## config.mk

```make
export PLATFORM = sky130hd
export DESIGN_NAME = atm_controller_fsm
export DESIGN_NICKNAME = d
export VERILOG_FILES = /design/src/rtl/atm_pkg.sv /design/src/rtl/atm_pin_checker.sv /design/src/rtl/atm_controller_fsm.sv
export SDC_FILE = /design/constraint.sdc
export NUM_CORES = 1
export LEC_CHECK = 0
export ABC_AREA = 1
export ABC_CLOCK_PERIOD_IN_PS = 1500
export CORE_ASPECT_RATIO = 0.8
export CORE_UTILIZATION = 45
export DETAILED_ROUTE_END_ITERATION = 6
export GPL_TIMING_DRIVEN = 1
export HOLD_SLACK_MARGIN = 0.03
export PLACE_DENSITY = 0.77
export SYNTH_ARGS = -nofsm -noshare
export SYNTH_HDL_FRONTEND = slang
export SYNTH_SLANG_ARGS = --single-unit
```

## constraint.sdc

```tcl
create_clock -name clock -period 1.5 [get_ports clock]
set_input_delay 0.3 -clock clock [delete_from_list [all_inputs] [get_ports clock]]
set_output_delay 0.3 -clock clock [all_outputs]
set_load 0.05 [all_outputs]
```

## src/rtl/atm_pkg.sv

```systemverilog
// Shared types and default constants for the teaching ATM controller.
package atm_pkg;

  // Controller states. ST_LOCKED is only reachable when ATM_LOCKOUT_EN is defined.
  typedef enum logic [2:0] {
    ST_OFF      = 3'd0,
    ST_LOGIN    = 3'd1,
    ST_IDLE     = 3'd2,
    ST_RETIRO   = 3'd3,
    ST_CONSULTA = 3'd4,
    ST_LOCKED   = 3'd5
  } atm_state_e;

  // Default PIN digits and cash loaded at reset.
  localparam logic [3:0] PIN0_DEF       = 4'd2;
  localparam logic [3:0] PIN1_DEF       = 4'd6;
  localparam logic [3:0] PIN2_DEF       = 4'd9;
  localparam logic [2:0] SALDO_INIT_DEF = 3'd6;

endpackage : atm_pkg

```

## src/rtl/atm_pin_checker.sv

```systemverilog
// PIN checker: captures one match flag per digit on the rising edge of its
// strobe and produces a verdict when the last strobe of the set rises.
// A failed verdict wipes the captured flags and strobe history so the next
// strobe is treated as a fresh first digit.
module atm_pin_checker
  import atm_pkg::*;
#(
  parameter logic [3:0] PIN0 = PIN0_DEF,
  parameter logic [3:0] PIN1 = PIN1_DEF,
  parameter logic [3:0] PIN2 = PIN2_DEF
) (
  input  logic       clock,
  input  logic       reset,
  input  logic       clear_i,
  input  logic       en_i,
  input  logic [3:0] password_i,
  input  logic [2:0] checks_i,
  output logic [2:0] display_login_o,
  output logic       verdict_valid_o,
  output logic       verdict_pass_o
);

  logic [2:0] checks_q, checks_d;
  logic [2:0] display_login_q, display_login_d;
  logic [2:0] pin_hit;
  logic [2:0] rise;
  logic [2:0] captured;

  // Per-digit match, strobe rising detection and the flags as they would be after this edge.
  always_comb begin
    pin_hit         = {password_i == PIN2, password_i == PIN1, password_i == PIN0};
    rise            = checks_i & ~checks_q;
    captured        = (display_login_q & ~rise) | (pin_hit & rise);
    verdict_valid_o = en_i && (checks_i == 3'b111) && !checks_q[2];
    verdict_pass_o  = verdict_valid_o && captured[0] && captured[1] && pin_hit[2];
  end

  // Next-state for the captured flags and the strobe history.
  always_comb begin
    // NOTE: every signal gets a default first so no path leaves it unassigned (no latch).
    checks_d        = checks_q;
    display_login_d = display_login_q;
    if (clear_i) begin
      checks_d        = '0;
      display_login_d = '0;
    end else if (en_i) begin
      if (verdict_valid_o && !verdict_pass_o) begin
        checks_d        = '0;
        display_login_d = '0;
      end else begin
        checks_d        = checks_i;
        display_login_d = captured;
      end
    end
  end

  // State registers with asynchronous active-low reset.
  always_ff @(posedge clock or negedge reset) begin
    if (!reset) begin
      checks_q        <= '0;
      display_login_q <= '0;
    end else begin
      // NOTE: non-blocking assignments so every register samples pre-edge values.
      checks_q        <= checks_d;
      display_login_q <= display_login_d;
    end
  end

  assign display_login_o = display_login_q;

endmodule : atm_pin_checker

```

## src/rtl/atm_controller_fsm.sv

```systemverilog
// Moore control FSM for the teaching ATM: power gating, 3-digit PIN login,
// withdraw (push1, priority) and balance inquiry (push2) against a 3-bit
// cash counter. All outputs come from registers.
// Optional: define ATM_LOCKOUT_EN to lock the machine after three failed
// PIN verdicts until power is cycled or reset is applied.
module atm_controller_fsm
  import atm_pkg::*;
#(
  parameter logic [3:0] PIN0       = PIN0_DEF,
  parameter logic [3:0] PIN1       = PIN1_DEF,
  parameter logic [3:0] PIN2       = PIN2_DEF,
  parameter logic [2:0] SALDO_INIT = SALDO_INIT_DEF
) (
  input  logic       clock,
  input  logic       reset,
  input  logic       on,
  input  logic       push1,
  input  logic       push2,
  input  logic [3:0] password,
  input  logic [2:0] checks,
  output logic       Login,
  output logic       Encendido,
  output logic       pulso,
  output logic       Display_Saldo,
  output logic       Vacio,
  output logic [2:0] Display_Login,
  output logic [2:0] Saldo
);

  atm_state_e state_q, state_d;
  logic [2:0] saldo_q, saldo_d;
  logic       pulso_q, pulso_d;
  logic       verdict_valid;
  logic       verdict_pass;
  logic       chk_clear;
  logic       chk_en;

  // The checker only listens while logging in and is wiped whenever power drops.
  assign chk_clear = !on || (state_q == ST_OFF);
  assign chk_en    = on && (state_q == ST_LOGIN);

  atm_pin_checker #(
    .PIN0 (PIN0),
    .PIN1 (PIN1),
    .PIN2 (PIN2)
  ) u_pin_checker (
    .clock           (clock),
    .reset           (reset),
    .clear_i         (chk_clear),
    .en_i            (chk_en),
    .password_i      (password),
    .checks_i        (checks),
    .display_login_o (Display_Login),
    .verdict_valid_o (verdict_valid),
    .verdict_pass_o  (verdict_pass)
  );

`ifdef ATM_LOCKOUT_EN
  logic [1:0] fail_cnt_q, fail_cnt_d;

  // Failed-verdict counter, cleared only by power-off or reset.
  always_comb begin
    fail_cnt_d = fail_cnt_q;
    if (!on) begin
      fail_cnt_d = '0;
    end else if ((state_q == ST_LOGIN) && verdict_valid && !verdict_pass) begin
      fail_cnt_d = fail_cnt_q + 2'd1;
    end
  end

  // Fail counter register.
  always_ff @(posedge clock or negedge reset) begin
    if (!reset) begin
      fail_cnt_q <= '0;
    end else begin
      fail_cnt_q <= fail_cnt_d;
    end
  end
`endif

  // Next state, cash counter update and withdrawal pulse.
  always_comb begin
    state_d = state_q;
    saldo_d = saldo_q;
    pulso_d = 1'b0;
    if (!on) begin
      state_d = ST_OFF;
    end else begin
      case (state_q)
        ST_OFF:   state_d = ST_LOGIN;
        ST_LOGIN: begin
          if (verdict_valid) begin
            if (verdict_pass) begin
              state_d = ST_IDLE;
            end else begin
`ifdef ATM_LOCKOUT_EN
              if (fail_cnt_q == 2'd2) begin
                state_d = ST_LOCKED;
              end
`endif
            end
          end
        end
        ST_IDLE: begin
          if (push1) begin
            state_d = ST_RETIRO;
            // An empty machine enters the withdraw cycle but pays nothing out.
            if (saldo_q != 3'd0) begin
              saldo_d = saldo_q - 3'd1;
              pulso_d = 1'b1;
            end
          end else if (push2) begin
            state_d = ST_CONSULTA;
          end
        end
        ST_RETIRO:   state_d = ST_IDLE;
        ST_CONSULTA: state_d = ST_IDLE;
`ifdef ATM_LOCKOUT_EN
        ST_LOCKED:   state_d = ST_LOCKED;
`endif
        default:     state_d = ST_OFF;
      endcase
    end
  end

  // Controller registers; cash survives power-off and is reloaded only by reset.
  always_ff @(posedge clock or negedge reset) begin
    if (!reset) begin
      state_q <= ST_OFF;
      saldo_q <= SALDO_INIT;
      pulso_q <= 1'b0;
    end else begin
      state_q <= state_d;
      saldo_q <= saldo_d;
      pulso_q <= pulso_d;
    end
  end

  assign Encendido     = (state_q != ST_OFF);
  assign Login         = (state_q == ST_IDLE) || (state_q == ST_RETIRO) || (state_q == ST_CONSULTA);
  assign Display_Saldo = (state_q == ST_CONSULTA);
  assign pulso         = pulso_q;
  assign Vacio         = (saldo_q == 3'd0);
  assign Saldo         = saldo_q;

endmodule : atm_controller_fsm

```

=== After elaboration in Yosys (flattened, before gate mapping) ===
Index checks and enable logic that the tools add are counted.
W data, S select, Z words.

* Add/sub/neg operators: 1
* Equal/unequal tests: 11
* Multiplexer cells: 16
* Bitwise gates (word level): 6
* Reductions and logical operators: 21

{| class="wikitable"
|+ Operators by type and width
! kind !! count
|-
| $mux W3 || 11
|-
| $pmux W3 S4 || 1
|-
| $and A3 B3 Y3 || 3
|-
| $logic_and A1 B1 Y1 || 7
|-
| $eq A3 B2 Y1 const B || 2
|-
| $eq A3 B3 Y1 const B || 2
|-
| $logic_not A3 Y1 || 2
|-
| $ne A3 B2 Y1 const B || 2
|-
| $not A3 Y3 || 2
|-
| $reduce_bool A3 Y1 || 2
|-
| $eq A4 B2 Y1 const B || 1
|-
| $eq A4 B3 Y1 const B || 1
|-
| $eq A4 B4 Y1 const B || 1
|-
| $mux W1 || 4
|-
| $ne A4 B4 Y1 const B || 1
|-
| $reduce_and A4 Y1 || 1
|-
| $eq A3 B1 Y1 const B || 1
|-
| $logic_not A1 Y1 || 3
|-
| $logic_or A1 B1 Y1 || 3
|-
| $or A3 B3 Y3 || 1
|-
| $reduce_and A3 Y1 || 1
|-
| $sub A3 B1 Y3 const B || 1
|-
| $reduce_bool A2 Y1 || 1
|-
| $reduce_or A2 Y1 || 1
|}

* Bits in registers: 13
* Input bits: 12
* Output and inout bits: 11

=== Logic depth before layout (Yosys ltp) ===
* Depth after elaboration: 13
* Mapped depth: 8
* Gate-level depth less buffers: 8

=== Modules after synthesis ===
Synthesis repeated with hierarchy kept, for this count alone.

* Cells, all modules: 114
* Area total of the unflattened synthesis: 817.0 sq um

{| class="wikitable"
|+ By module, submodules not included
! module !! instances !! cells an instance !! area an instance (sq um)
|-
| atm_controller_fsm || 1 || 55 || 429.2
|-
| atm_pin_checker || 1 || 59 || 387.9
|}

=== Worst setup path after synthesis ===
OpenSTA, ideal clock, no wires.

* Path type: register to register
* From: register saldo_q[0] (netlist: Saldo[0])
* To: register saldo_q[0] (netlist: Saldo[0])
* Setup time: 0.125 ns
* Arrival time: 1.784 ns
* Data required time: 1.375 ns
* Setup slack: -0.409 ns
* Stages on the path, launching flop included: 7
* Path buffers: 0
* Cell sequence: dfrtp_1 > inv_1 > ha_1 > ha_1 > nor2_1 > nand3_2 > xor2_1

* Cells in the longest elaborated chain, start to end: 2
* Elaborated cells on any way between the ends: 3
* Classes of those cells: add/sub (1); reduce/logical (2)

{| class="wikitable"
|+ Ends and longest elaborated chain
! element !! RTL line !! source
|-
| start: declaration || atm_controller_fsm.sv:31 || <nowiki>logic [2:0] saldo_q, saldo_d;</nowiki>
|-
| start signal: assignment || atm_controller_fsm.sv:134 || <nowiki>saldo_q <= saldo_d;</nowiki>
|-
| branches (longest 2 deep; another with $sub A3 B1 Y3) || n/a ||
|}

Parallel ways; which one is timed is not known.
A chain may end at the register's enable or synchronous reset.

=== Final worst setup path ===
* From: register saldo_q[1] (netlist: Saldo[1])
* To: output Vacio

* Cells in the longest elaborated chain, start to end: 1

{| class="wikitable"
|+ Ends and longest elaborated chain
! element !! RTL line !! source
|-
| $logic_not A3 Y1 || atm_controller_fsm.sv:143 || <nowiki>assign Vacio = (saldo_q == 3'd0);</nowiki>
|-
| end: declaration || atm_controller_fsm.sv:25 || <nowiki>output logic Vacio,</nowiki>
|}

Every way passes these cells.

==> metrics <==
signal arrival time at the worst endpoint=1340 ps; number of clock sinks=13; max-slew violations=0; combinational group share of total power=67.0%; most frequent CP cell=ha_4; share of post-route cells with drive strength above 1=38.8%; Leak Pwr=0.000685 µW; Hold Violations, Final=0; max-cap violation count=0; final setup margin=-144 ps; number of levels in the clock H-tree=1; most used routing layer=met2; Area Growth Syn to Fin=74.6%; Final Setup Violations=9; end point of the critical path=Vacio; cell family with most CP delay=flip-flops; adder and majority cell fraction of the synthesized area=3.24%; overall global routing resource usage=28.1%; R2R Setup Slk=-50 ps; placed wire-length estimate=1.68 mm; average cell area after synthesis=7.28 µm²; syn nets=120; cell count after synthesis=106; part of the total power dissipated in the clock network=9.2%; CP endpoint kind=output port; violations in the final reports=negative setup slack; wire length per cell=16.0 µm; met1 Track Usage GR=33.9%; end of the worst register-to-register path=Saldo[0]$_DFFE_PN0P_; CP cell instances=inv_2 > ha_4 > ha_4 > buf_8; count of placed standard cells in the final layout, fillers left out=168; Highest Clock Rate=608 MHz; number of nets in the finished design=162; flip-flop and latch area=332 µm²; Critical R2R Launch=Saldo[1]$_DFFE_PN1P_; final critical delay including setup and external delays=1640 ps; vias in the first global route=847; fraction of the yosys area taken by sequential cells=42.5%; number of clock buffers inserted by TritonCTS=3; number of detailed-route iterations in the first pass=4; crit path max fanout=2; crit path max-delay cell type=dfstp_2; gpl congestion=0.937; number of placed instances with taps included=156; Hold Crit Class=in2async; average vias per placed instance=5.61; internal power component=1310 µW; combinational family with the most area after synthesis=simple AND/OR/NAND/NOR gates; Yosys reg bits=13; largest net degree at the start of global routing=14; number of inserted filler cells in the final layout=63; residual antenna-violating net count after detailed routing=0; row count=12; share of the core filled with cells=90.7%; Die H=39.0 µm; number of buffers between clock root and the deepest sink=2; element type at the critical path start=register; Boundary Pins=23; path length in cells of the critical path=4; Fin Clk Skew=3.49 ps; CTS Root Buffer Type=clkbuf_4; basic-gate share of the synthesized area counting and, or, nand and nor cells=37.4%; die width=48.3 µm; CORE AREA=1490 µm²; combined buffer and inverter count along the critical path=2; DRC violation count after routing=0; depth of the worst register-to-register path=7; die area=1890 µm²; clock tree from TritonCTS=built; initial antenna violation count=0; proportion of total power due to net switching=46.1%; Critical path origin=Saldo[1]$_DFFE_PN1P_; Buffers on Ports=22; peak ir drop on the vdd network=0.00119 V; Worst Setup Path Type=reg2out; run status=complete, but fails checks; RSZ-0062 raised after global routing=yes; Synth Area in Compound Gates=4.54%; count of antenna diodes in the layout=0; GR Overflow Total=0; post-synthesis share of cell area spent on xor and xnor gates=1.13%; # hold bufs at CTS=0; portion of total power attributed to sequential cells=23.9%; area of the mapped netlist=772 µm²; number of vias in the routed layout=942; peak per-stage delay on the critical path=540 ps; starting density of the core=51.9%; multi-input combinational cell area=439 µm²; fraction of synthesized area in multiplexers=0%; clock latency of the later-clocked register in the worst-skew pair=280 ps; number of distinct library cells after synthesis=18; drt total wl=2.69 mm; met3 track utilization from global routing=7.06%; switching pwr=1120 µW; slew of the pin with the lowest slew margin=290 ps; number of DRC markers after the initial detailed-route iteration=77; worst slack, placed=-212 ps; headroom to the max-slew limit=80.5%; Synth Warn #=0; first-pass GRT wire length=3.75 mm; clock input transition at the sequential cells of the worst setup and hold paths=90 ps; power density over cell area=1810 nW/µm²; required time at the worst-slack endpoint=1200 ps; ratio of final minimum period to clock period=110%; met2 track demand over resource=49.3%
-- kinds of logic (layout without fill, tap and decap cells) --
family	count (synthesis)	in the layout
AOI/OAI and AO/OA	7	7
xor gates and xnor gates	1	1
adders and majority gates	2	2
buffers and inverters	21	62
DFF	13	13
and+or+nand+nor	62	62
-- per-stage QoR --
| step | total power [µW] | TNS, ps | hold slack, ps | cell area [µm²] |
|---|---|---|---|---|
| global route | 2530 | -792 | 346 | 1350 |
| global placement | 1790 | -1010 | 484 | 1180 |
| detailed placement | 1870 | -1400 | 496 | 1180 |
| CTS | 2270 | -196 | 308 | 1290 |
| floorplan | 1300 | -273 | 4.41 | 791 |
| finish | 2440 | -282 | 309 | 1350 |
-- Yosys cell counts --
master	count	area [µm²]
inv_1	17	63.8
dfrtp_1	11	275
inv_2	2	7.51
nor2_1	14	52.6
nand2_1	27	101
buf_6	1	11.3
xor2_1	1	8.76
nor3_1	1	5.00
nor4_4	1	21.3
ha_1	2	25.0
nand4_1	2	12.5
nand3_1	14	70.1
nand3_2	2	20.0
a21oi_1	1	5.00
clkinv_1	1	3.75
dfstp_2	2	52.6
nand2_2	1	6.26
o21ai_0	6	30.0
-- worst reg2reg max path: cells and delay by family (launching register included) --
kind | cells | cell delay [ps]
and+or+nand+nor | 2 | 220
DFF | 1 | 540
buffers and inverters | 2 | 190
xor gates and xnor gates | 1 | 170
adders and majority gates | 2 | 330
-- worst min path at each step --
stage	startpoint	endpoint	depth (start not counted)
after floorplan	reset	Saldo[0]$_DFFE_PN0P_	0
final	reset	state_q[0]$_DFFE_PN0P_	2
after global routing	reset	u_pin_checker.display_login_o[1]$_DFFE_PN0P_	2
after detailed placement	u_pin_checker.checks_q[1]$_DFFE_PN0P_	u_pin_checker.checks_q[1]$_DFFE_PN0P_	2
after global placement	u_pin_checker.checks_q[0]$_DFFE_PN0P_	u_pin_checker.checks_q[0]$_DFFE_PN0P_	2
after CTS	reset	u_pin_checker.display_login_o[1]$_DFFE_PN0P_	2
-- cell usage in the layout, fill, tap and decap left out, types with 2 or more instances in the layout --
master and n:
nand4_1 2, inv_1 14, buf_4 16, o21ai_0 3
clkbuf_4 3, dfrtp_2 3, nand2_1 24, o21ai_1 2
clkdlybuf4s50_1 11, nand3_2 4, nor2_1 12, buf_12 10
dfstp_2 2, ha_4 2, nand3_4 2, nand3_1 10
dfrtp_1 8, nand2_2 4, inv_2 4
-- what timing repair did --
action,CTS,global route
setup buffers,6,2
pin swaps,2,5
gates resized for setup,10,13
endpoints found under the setup margin,4,13
-- final cells by class --
type	instances	share of cell area, %
Inverter	20	5.76
Sequential cell	13	24.6
Clock inverter	1	0.371
Clock buffer	3	1.67
Multi-Input combinational cell	72	32.6
Timing Repair Buffer	38	33.1
Tap cell	21	1.95
-- state kept, by name (all words and copies together), names as in the netlist --
register and flops:
Saldo 3, state_q 3, u_pin_checker.checks_q 3, pulso 1, u_pin_checker.display_login_o 3
-- power groups by stage --
stage	clock network (µW)	registers, µW	logic, µW
detailed placement	0	574	1300
finish	224	582	1630
CTS	228	562	1480
global route	239	585	1700
floorplan	0	665	635
global placement	0	561	1230
-- routing by layer --
layer  wire length [µm]  up-vias
li1                   -      419
met1               1130      449
met2               1250       62
met3                222       12
met4                 89        0
met5                  0        -
(Power assumes the default switching activity.)
==> RTL edit, RTL diff (same settings) <==
Register the outputs `Login`, `Encendido`, `Display_Saldo` and `Vacio`; this adds one clock of latency there. The other outputs are not delayed to match.
--- a/src/rtl/atm_controller_fsm.sv
+++ b/src/rtl/atm_controller_fsm.sv
@@ -136,11 +136,13 @@
     end
   end
 
-  assign Encendido     = (state_q != ST_OFF);
-  assign Login         = (state_q == ST_IDLE) || (state_q == ST_RETIRO) || (state_q == ST_CONSULTA);
-  assign Display_Saldo = (state_q == ST_CONSULTA);
   assign pulso         = pulso_q;
-  assign Vacio         = (saldo_q == 3'd0);
+  always_ff @(posedge clock) begin
+    Login         <= (state_q == ST_IDLE) || (state_q == ST_RETIRO) || (state_q == ST_CONSULTA);
+    Encendido     <= (state_q != ST_OFF);
+    Display_Saldo <= (state_q == ST_CONSULTA);
+    Vacio         <= (saldo_q == 3'd0);
+  end
   assign Saldo         = saldo_q;
 
 endmodule : atm_controller_fsm
Check against the original RTL: not equivalent (a bounded check fails within 4 cycles, from zero or initial values and one cycle with reset low).
==> RTL edit against the unedited design <==
  * Sequential cell count increased by 4
  * Power decreased by 18%
  * Critical path type is now flop to flop
  * Non-clock buffer count decreased by 11
  * Final area decreased by 7.8%
  * Critical endpoint is now Saldo[0]
  * Global-route usage decreased by 6.4 points
  * Worst setup slack improved by 0.19 ns
  * Sequential power increased by 23%
  * Maximum frequency increased by 13%
  * Wire length decreased by 34%
  * Core utilization decreased by 16 points
  * Area after synthesis increased by 6.3%
  * Hold slack got worse by 0.012 ns
==> RTL edit: results (changes against the unedited design) <==
status: complete, no violations (was finished, violations left)
Starting DRT DRC Count: 6 (was 77)
post-route cell area: 1240 sq um (was 1350 sq um)
Mapped Cells: 103 (was 106)
vias: 751 (was 942)
Synth warnings: 0 (unchanged)
non-filler cells, final: 156 (was 168)
post-synthesis xor/xnor area fraction: 1.07% (was 1.13%)
met2 routed WL: 904 um (was 1250 um)
Post-synth top cells: nand2_1 (24), inv_1 (18), nor2_1 (13) (was nand2_1 (27), inv_1 (17), nand3_1 (14), nor2_1 (14), dfrtp_1 (11))
grt met1 use: 25.6% (was 33.9%)
Place WS: -0.0845 ns (was -0.212 ns)
Max-slew headroom: 83.8% (was 80.5%)
Setup Skew: 0.00606 ns (was 0.00349 ns)
Seq pwr share: 35.5% (was 23.9%)
compound-cell area share of the yosys netlist: 5.64% (was 4.54%)
vias in the first global route: 708 (was 847)
P_sw: 0.000839 W (was 0.00112 W)
switching share of power: 41.7% (was 46.1%)
Adder-Cell Fraction of Synth Area: 3.05% (was 3.24%)
Min Hold Slack: 0.297 ns (was 0.309 ns)
cells on worst reg2reg path: 6 (was 7)
fraction of registers with async set/reset: 76.5% (was 100%)
maximum vdd drop: 0.00104 V (was 0.00119 V)
worst-path fanout max: 6 (was 2)
Comb power frac: 52.7% (was 67.0%)
postcts setup bufs: 0 (was 6)
Synth Net Count: 117 (was 120)
arrival time worst endpoint: 1.63 ns (was 1.34 ns)
met1 WL: 787 um (was 1130 um)
synth top area cells: dfrtp_1 (34%), nand2_1 (11%), dfxtp_1 (9.8%), inv_1 (8.2%), nand3_1 (6.7%) (was dfrtp_1 (36%), nand2_1 (13%), nand3_1 (9.1%), inv_1 (8.3%), dfstp_2 (6.8%))
Global Route Usage Sum: 21.7% (was 28.1%)
number of cells upsized or downsized after cts: 0 (was 10)
Nets: 149 (was 162)
dpl hpwl: 1470 um (was 1680 um)
crit path capture: Saldo[0] (was Vacio)
detailed route wirelength on metal3: 69 um (was 222 um)
Leak Pwr: 0.630 nW (was 0.685 nW)
sequential area share after synthesis: 49.7% (was 42.5%)
Avg WL per Cell: 11.3 um (was 16.0 um)
GR Util met2: 39.9% (was 49.3%)
GR met3 Demand/Resource: 6.82% (was 7.06%)
share of post-route cells with drive strength above 1: 26.1% (was 38.8%)
crit-path max cell delay: 0.58 ns (was 0.54 ns)
routability cong.: 0.886 (was 0.937)
Area after DPL: 1210 sq um (was 1180 sq um)
Cell variety after synth: 19 (was 18)
[RTL edit: kinds of logic (layout without fill, tap and decap cells)]
| kind of cell | count (synthesis) | count (layout) |
|---|---|---|
| adders and majority gates | 2 | 2 |
| AOI/OAI and AO/OA | 9 | 9 |
| xor gates and xnor gates | 1 | 1 |
| and+or+nand+nor | 56 | 56 |
| DFF | 17 | 17 |
| buffers and inverters | 18 | 49 |
[RTL edit: final cells by class]
| type | count | area share, % |
|---|---|---|
| Clock buffer | 3 | 1.81 |
| Clock inverter | 1 | 0.403 |
| Inverter | 18 | 5.44 |
| Multi-Input combinational cell | 68 | 28.6 |
| Sequential cell | 17 | 32.9 |
| Tap cell | 22 | 2.22 |
| Timing Repair Buffer | 27 | 28.6 |
[RTL edit: worst max-delay path: cells and delay by family (launching register included)]
family                   cells  cell delay [ns]
XOR/XNOR                     1             0.17
flip-flops                   1             0.58
AND/OR/NAND/NOR              2             0.20
adder cells (fa/ha/maj)      2             0.35
buffers and inverters        1             0.04
